File: config.mk
export PLATFORM = sky130hd
export DESIGN_NAME = alu_exec_seq
export DESIGN_NICKNAME = d
export VERILOG_FILES = /design/src/rtl/alu_exec_seq.sv
export SDC_FILE = /design/constraint.sdc
export NUM_CORES = 1
export LEC_CHECK = 0
export CORE_MARGIN = 4
export CORE_UTILIZATION = 40
export DETAILED_ROUTE_END_ITERATION = 12
export MAX_ROUTING_LAYER = met4
export PLACE_DENSITY = 0.58
export SYNTH_ARGS = -nofsm -noshare
export SYNTH_HDL_FRONTEND = slang
export SYNTH_SLANG_ARGS = --single-unit
File: constraint.sdc
create_clock -name i_clk -period 6.58 [get_ports i_clk]
set_input_delay 1.974 -clock i_clk [delete_from_list [all_inputs] [get_ports i_clk]]
set_output_delay 1.974 -clock i_clk [all_outputs]
set_load 0.01 [all_outputs]
File: src/rtl/alu_exec_seq.sv
// EX-stage ALU: single-cycle logic/arith ops, bit-serial multi-cycle shifts with valid/ready handshake.
// Define ALU_EXEC_BARREL_SHIFT_EN to replace the serial shifter with a single-cycle barrel shifter.

`ifndef DEFAULT_ALU_CTR_BUS_WIDTH
`define DEFAULT_ALU_CTR_BUS_WIDTH 4
`endif

module alu_exec_seq #(
    parameter int unsigned DATA_BUS_WIDTH    = 32,
    parameter int unsigned ALU_CTR_BUS_WIDTH = `DEFAULT_ALU_CTR_BUS_WIDTH,
    parameter int unsigned SHAMT_BUS_WIDTH   = 5
) (
    input  logic                         i_clk,
    input  logic                         i_reset,
    input  logic                         i_flush,
    input  logic                         i_valid,
    output logic                         o_ready,
    input  logic [ALU_CTR_BUS_WIDTH-1:0] i_alu_ctr,
    input  logic [DATA_BUS_WIDTH-1:0]    i_data_a,
    input  logic [DATA_BUS_WIDTH-1:0]    i_data_b,
    input  logic [SHAMT_BUS_WIDTH-1:0]   i_shamt,
    output logic                         o_valid,
    output logic [DATA_BUS_WIDTH-1:0]    o_result,
    output logic                         o_zero,
    output logic                         o_busy
);

    localparam logic [ALU_CTR_BUS_WIDTH-1:0] CODE_ALU_EX_ADD  = ALU_CTR_BUS_WIDTH'(0);
    localparam logic [ALU_CTR_BUS_WIDTH-1:0] CODE_ALU_EX_SUB  = ALU_CTR_BUS_WIDTH'(1);
    localparam logic [ALU_CTR_BUS_WIDTH-1:0] CODE_ALU_EX_AND  = ALU_CTR_BUS_WIDTH'(2);
    localparam logic [ALU_CTR_BUS_WIDTH-1:0] CODE_ALU_EX_OR   = ALU_CTR_BUS_WIDTH'(3);
    localparam logic [ALU_CTR_BUS_WIDTH-1:0] CODE_ALU_EX_XOR  = ALU_CTR_BUS_WIDTH'(4);
    localparam logic [ALU_CTR_BUS_WIDTH-1:0] CODE_ALU_EX_NOR  = ALU_CTR_BUS_WIDTH'(5);
    localparam logic [ALU_CTR_BUS_WIDTH-1:0] CODE_ALU_EX_SLT  = ALU_CTR_BUS_WIDTH'(6);
    localparam logic [ALU_CTR_BUS_WIDTH-1:0] CODE_ALU_EX_SLL  = ALU_CTR_BUS_WIDTH'(7);
    localparam logic [ALU_CTR_BUS_WIDTH-1:0] CODE_ALU_EX_SRL  = ALU_CTR_BUS_WIDTH'(8);
    localparam logic [ALU_CTR_BUS_WIDTH-1:0] CODE_ALU_EX_SRA  = ALU_CTR_BUS_WIDTH'(9);
    localparam logic [ALU_CTR_BUS_WIDTH-1:0] CODE_ALU_EX_SLLV = ALU_CTR_BUS_WIDTH'(10);
    localparam logic [ALU_CTR_BUS_WIDTH-1:0] CODE_ALU_EX_SRLV = ALU_CTR_BUS_WIDTH'(11);
    localparam logic [ALU_CTR_BUS_WIDTH-1:0] CODE_ALU_EX_SRAV = ALU_CTR_BUS_WIDTH'(12);
    localparam logic [ALU_CTR_BUS_WIDTH-1:0] CODE_ALU_EX_NOP  = ALU_CTR_BUS_WIDTH'(15);

    typedef enum logic {
        ST_IDLE,
        ST_SHIFT
    } state_t;

    typedef enum logic [1:0] {
        SK_LL,
        SK_RL,
        SK_RA
    } shift_kind_t;

    state_t                      state, state_n;
    shift_kind_t                 kind, kind_n, op_kind;
    logic [SHAMT_BUS_WIDTH-1:0]  cnt, cnt_n, op_amt;
    logic [DATA_BUS_WIDTH-1:0]   shreg, shreg_n, step;
    logic [DATA_BUS_WIDTH-1:0]   alu_res, shift_res, op_res;
    logic [DATA_BUS_WIDTH-1:0]   result_n;
    logic                        zero_n, valid_n;
    logic                        is_shift, shift_defer, accept;

    assign accept = i_valid & o_ready & ~i_flush;

    // Opcode decode and single-cycle datapath
    always_comb begin
        is_shift = 1'b0;
        op_kind  = SK_LL;
        op_amt   = i_shamt;
        alu_res  = '0;
        case (i_alu_ctr)
            CODE_ALU_EX_ADD:  alu_res = i_data_a + i_data_b;
            CODE_ALU_EX_SUB:  alu_res = i_data_a - i_data_b;
            CODE_ALU_EX_AND:  alu_res = i_data_a & i_data_b;
            CODE_ALU_EX_OR:   alu_res = i_data_a | i_data_b;
            CODE_ALU_EX_XOR:  alu_res = i_data_a ^ i_data_b;
            CODE_ALU_EX_NOR:  alu_res = ~(i_data_a | i_data_b);
            CODE_ALU_EX_SLT:  alu_res = ($signed(i_data_a) < $signed(i_data_b)) ?
                                        DATA_BUS_WIDTH'(1) : '0;
            CODE_ALU_EX_SLL:  begin is_shift = 1'b1; op_kind = SK_LL; end
            CODE_ALU_EX_SRL:  begin is_shift = 1'b1; op_kind = SK_RL; end
            CODE_ALU_EX_SRA:  begin is_shift = 1'b1; op_kind = SK_RA; end
            CODE_ALU_EX_SLLV: begin
                is_shift = 1'b1; op_kind = SK_LL; op_amt = i_data_a[SHAMT_BUS_WIDTH-1:0];
            end
            CODE_ALU_EX_SRLV: begin
                is_shift = 1'b1; op_kind = SK_RL; op_amt = i_data_a[SHAMT_BUS_WIDTH-1:0];
            end
            CODE_ALU_EX_SRAV: begin
                is_shift = 1'b1; op_kind = SK_RA; op_amt = i_data_a[SHAMT_BUS_WIDTH-1:0];
            end
            CODE_ALU_EX_NOP:  alu_res = '0;
            default:          alu_res = '0;
        endcase
    end

`ifdef ALU_EXEC_BARREL_SHIFT_EN
    always_comb begin
        case (op_kind)
            SK_LL:   shift_res = i_data_b << op_amt;
            SK_RL:   shift_res = i_data_b >> op_amt;
            default: shift_res = $unsigned($signed(i_data_b) >>> op_amt);
        endcase
    end
    assign shift_defer = 1'b0;
`else
    // Zero-amount shifts finish immediately with the unshifted operand
    assign shift_res   = i_data_b;
    assign shift_defer = is_shift & (op_amt != '0);
`endif

    assign op_res = is_shift ? shift_res : alu_res;

    // One bit-serial shift step
    always_comb begin
        case (kind)
            SK_LL:   step = {shreg[DATA_BUS_WIDTH-2:0], 1'b0};
            SK_RL:   step = {1'b0, shreg[DATA_BUS_WIDTH-1:1]};
            default: step = {shreg[DATA_BUS_WIDTH-1], shreg[DATA_BUS_WIDTH-1:1]};
        endcase
    end

    // Next-state and next-output logic
    always_comb begin
        state_n  = state;
        cnt_n    = cnt;
        shreg_n  = shreg;
        kind_n   = kind;
        result_n = o_result;
        zero_n   = o_zero;
        valid_n  = 1'b0;
        case (state)
            ST_IDLE: begin
                if (accept) begin
                    if (shift_defer) begin
                        state_n = ST_SHIFT;
                        cnt_n   = op_amt;
                        shreg_n = i_data_b;
                        kind_n  = op_kind;
                    end else begin
                        result_n = op_res;
                        zero_n   = (op_res == '0);
                        valid_n  = 1'b1;
                    end
                end
            end
            ST_SHIFT: begin
                if (i_flush) begin
                    state_n = ST_IDLE;
                end else begin
                    shreg_n = step;
                    cnt_n   = cnt - SHAMT_BUS_WIDTH'(1);
                    if (cnt == SHAMT_BUS_WIDTH'(1)) begin
                        state_n  = ST_IDLE;
                        result_n = step;
                        zero_n   = (step == '0);
                        valid_n  = 1'b1;
                    end
                end
            end
            default: state_n = ST_IDLE;
        endcase
    end

    always_ff @(posedge i_clk or posedge i_reset) begin
        if (i_reset) begin
            state    <= ST_IDLE;
            cnt      <= '0;
            shreg    <= '0;
            kind     <= SK_LL;
            o_result <= '0;
            o_zero   <= 1'b1;
            o_valid  <= 1'b0;
            o_ready  <= 1'b1;
            o_busy   <= 1'b0;
        end else begin
            state    <= state_n;
            cnt      <= cnt_n;
            shreg    <= shreg_n;
            kind     <= kind_n;
            o_result <= result_n;
            o_zero   <= zero_n;
            o_valid  <= valid_n;
            o_ready  <= (state_n == ST_IDLE);
            o_busy   <= (state_n == ST_SHIFT);
        end
    end

endmodule

==> results.sh <==
export IMPL_outcome="finished, final reports clean"
export IMPL_grt_pass1_vias=11100
export IMPL_reg2reg_depth=6
export IMPL_root_buffer="clkbuf_16"
export IMPL_rr_endpoint="shreg[22]"
export IMPL_routedWlPerCell_um=24.8
export IMPL_yosysTopAreaCellShare_pct=17.2
export IMPL_final_setup_viol_count=0
export IMPL_dp_cells=1881
export IMPL_cp_max_fo=8
export IMPL_grtUsageTotal_pct=32.0
export IMPL_drcViolationCount=0
export IMPL_wirelength_um=47000
export IMPL_crit_end="o_zero"
export IMPL_hold_violations=0
export IMPL_slowest_stage="a2111oi_0"
export IMPL_dr_total_vias=12100
export IMPL_num_fill_cells=2697
export IMPL_tightest_slew_ns=1.01
export IMPL_grt_setup_unrepaired="false"
export IMPL_gr_total_overflow=0
export IMPL_period_share_pct=95.3
export IMPL_dieArea_um2=29300
export IMPL_drt_iter0_drc=1438
export IMPL_path_clk_slew_ns=0.07
export IMPL_synth_warnings=0
export IMPL_clock_skew_ns=0.00912
export IMPL_mostFrequentLayoutCell="nand2_1"
export IMPL_antenna_left=0
export IMPL_fin_ws_ns=0.307
export IMPL_drt_vias_per_instance=6.39
export IMPL_synth_cell_types=93
export IMPL_final_cells=1898
export IMPL_max_cap_violations=0
export IMPL_clockBufferDepth=2
export IMPL_num_rows=59
export IMPL_worstSetupPathType="in2reg"
export IMPL_grt_pass1_wl_um=69700
export IMPL_worstPathArrival_ns=6.53
export IMPL_ir_drop_uv=115
export IMPL_ys_seq_area_share_pct=17.7
export IMPL_layout_min_cycle_time_ns=6.27
export IMPL_die_width_um=171
export IMPL_totalPowerFinal_mw=2.45
export IMPL_drive_above_1_share_pct=7.36
export IMPL_cp_startpoint="i_data_b[2]"
export IMPL_initial_utilization_pct=40.7
export IMPL_critPathMaxStageDelay_ns=0.72
export IMPL_clock_latency_ns=0.34
export IMPL_netlist_area_um2=10600
export IMPL_post_cts_buffers=0
export IMPL_core_area_um2=26100
export IMPL_power_density_nw_per_um2=196
export IMPL_hold_buffers=0
export IMPL_antenna_found_initial=2
export IMPL_die_h_um=171
export IMPL_synth_avg_cell_area_um2=7.16
export IMPL_end_kind="register"
export IMPL_regToRegStartpoint="state"
export IMPL_hold_path_startpoint="o_result[8]"
export IMPL_cp_required_ns=6.84
export IMPL_ys_ff_latch=75
export IMPL_relSlewSlack_pct=31.9
export IMPL_dp_slack_ns=0.155
export IMPL_nets=1751
export IMPL_timing_fmax_mhz=159
export IMPL_final_cell_mix="222 x nand2_1, 145 x o21ai_0, 115 x ha_1, 112 x clkdlybuf4s50_1, 99 x inv_1"
export IMPL_synth_edf_count=0
export IMPL_ctsResizeCount=0
export IMPL_netlist_top_cell_by_area="dfrtp_1"
export IMPL_post_dp_hpwl_um=37200
export IMPL_synth_flop_cell="dfrtp_1"
export IMPL_place_congestion=1.02
export IMPL_cts_tree="built"
export IMPL_r2r_slack_ns=3.29
export IMPL_synth_area_leaders="dfrtp_1 17%, ha_1 14%, nand2_1 7.9%, o21ai_0 6.8%, a21oi_1 4.5%"
export IMPL_cts_buffers=9
export IMPL_clock_sinks=75
export IMPL_maxSlewViolCount=0
export IMPL_io_pins=113
export IMPL_path_cells="clkdlybuf4s50_1 > inv_1 > ha_1 > a211oi_1 > o21ai_1 > a41o_1 > a2111oi_0 > o41ai_1 > nand2_1 > nand4_1 > nor4_1 > nand3_1 > o31ai_2"
export IMPL_synthToLayoutAreaGrowth_pct=17.6
export IMPL_syn_nets=1680
export IMPL_path_buf_inv=2
export IMPL_cp_start_kind="primary input"
export IMPL_grt_start_max_net_pins=93
export IMPL_min_path_type="reg2reg"
export IMPL_h_tree_depth=3
export IMPL_synth_async_reset_ratio_pct=100
export IMPL_port_buffer_count=112
export IMPL_p_leak_nw=5.32
export IMPL_fin_setup_tns_ns=0
export IMPL_syn_inst=1486
export IMPL_path_depth=13
export IMPL_firstDrtPassIters=6
export IMPL_path_delay_family="compound AO/OA/AOI/OAI gates"
==> tightest hold or removal path, delay by kind of cell, from the launching register on <==
family | cells | cell delay [ns]
flops | 1 | 0.34
simple gates | 2 | 0.10
==> worst min-delay path by stage <==
stage	end	slack, ns	depth (start not counted)
finish	o_result[8]	0.47	2
global placement	o_result[8]	0.45	2
detailed placement	o_result[8]	0.46	2
global route	o_result[25]	0.48	2
CTS	o_result[0]	0.48	2
floorplan	shreg[0]	0.46	2
==> cells by family after synthesis <==
| group | Yosys count | synth area share [%] |
|---|---|---|
| adder cells (fa/ha/maj) | 117 | 13.9 |
| AO/OA/AOI/OAI | 528 | 34.2 |
| XOR/XNOR | 6 | 0.494 |
| flip-flops | 75 | 17.7 |
| multiplexers | 15 | 1.46 |
| AND/OR/NAND/NOR | 540 | 24.5 |
| buffers and inverters | 205 | 7.72 |
==> state kept, by name, indices dropped and copies added (netlist names) <==
name and count:
cnt 5, o_zero 1, o_result 32, kind 2, o_valid 1, o_ready 1
shreg 32, state 1
==> final cells by class <==
cell class              count  area, um2  share of cell area, %
inverters                 103        388                   3.10
clock buffers              10        239                   1.91
clock inverters             6       48.8                  0.390
diodes                      1       2.50                 0.0200
multi-input cells        1206       8000                   64.0
repair buffers            162       1520                   12.2
flip-flops and latches     75       1880                   15.0
well taps                 335        419                   3.35
==> power breakdown <==
part | internal, mW | switching [mW]
Clock | 0.268 | 0.206
Combinational | 0.492 | 0.748
Sequential | 0.597 | 0.133
==> cell usage after synthesis (all sizes together), types with 10 or more instances <==
library cell	number
a2111oi	12
a211o	10
a211oi	26
a21o	16
a21oi	98
a221o	12
a221oi	17
a22oi	17
a31oi	11
and2	11
and3	11
buf	36
clkbuf	66
dfrtp	73
ha	115
inv	102
mux2i	11
nand2	223
nand2b	14
nand3	51
nor2	84
nor2b	16
nor3	37
nor4	27
o2111ai	12
o211ai	26
o21ai	153
o21bai	10
o31ai	18
or2	10
==> per-stage QoR <==
step	cell area, um2	utilization [%]	hold WS [ns]
after floorplan	10600	-	0.463
after detailed placement	12200	46.7	0.462
final	12500	47.8	0.466
after global placement	12200	46.7	0.450
after global routing	12500	47.8	0.481
after CTS	12500	47.8	0.476
==> metal layers <==
layer,GRT usage [%],up-vias,routed length [um]
met2,44.7,613,19300
met3,6.68,99,4610
met1,46.0,5796,21500
li1,-,5624,-
met5,-,-,0
met4,10.4,0,1590
Power figures use the tool's default switching activity.
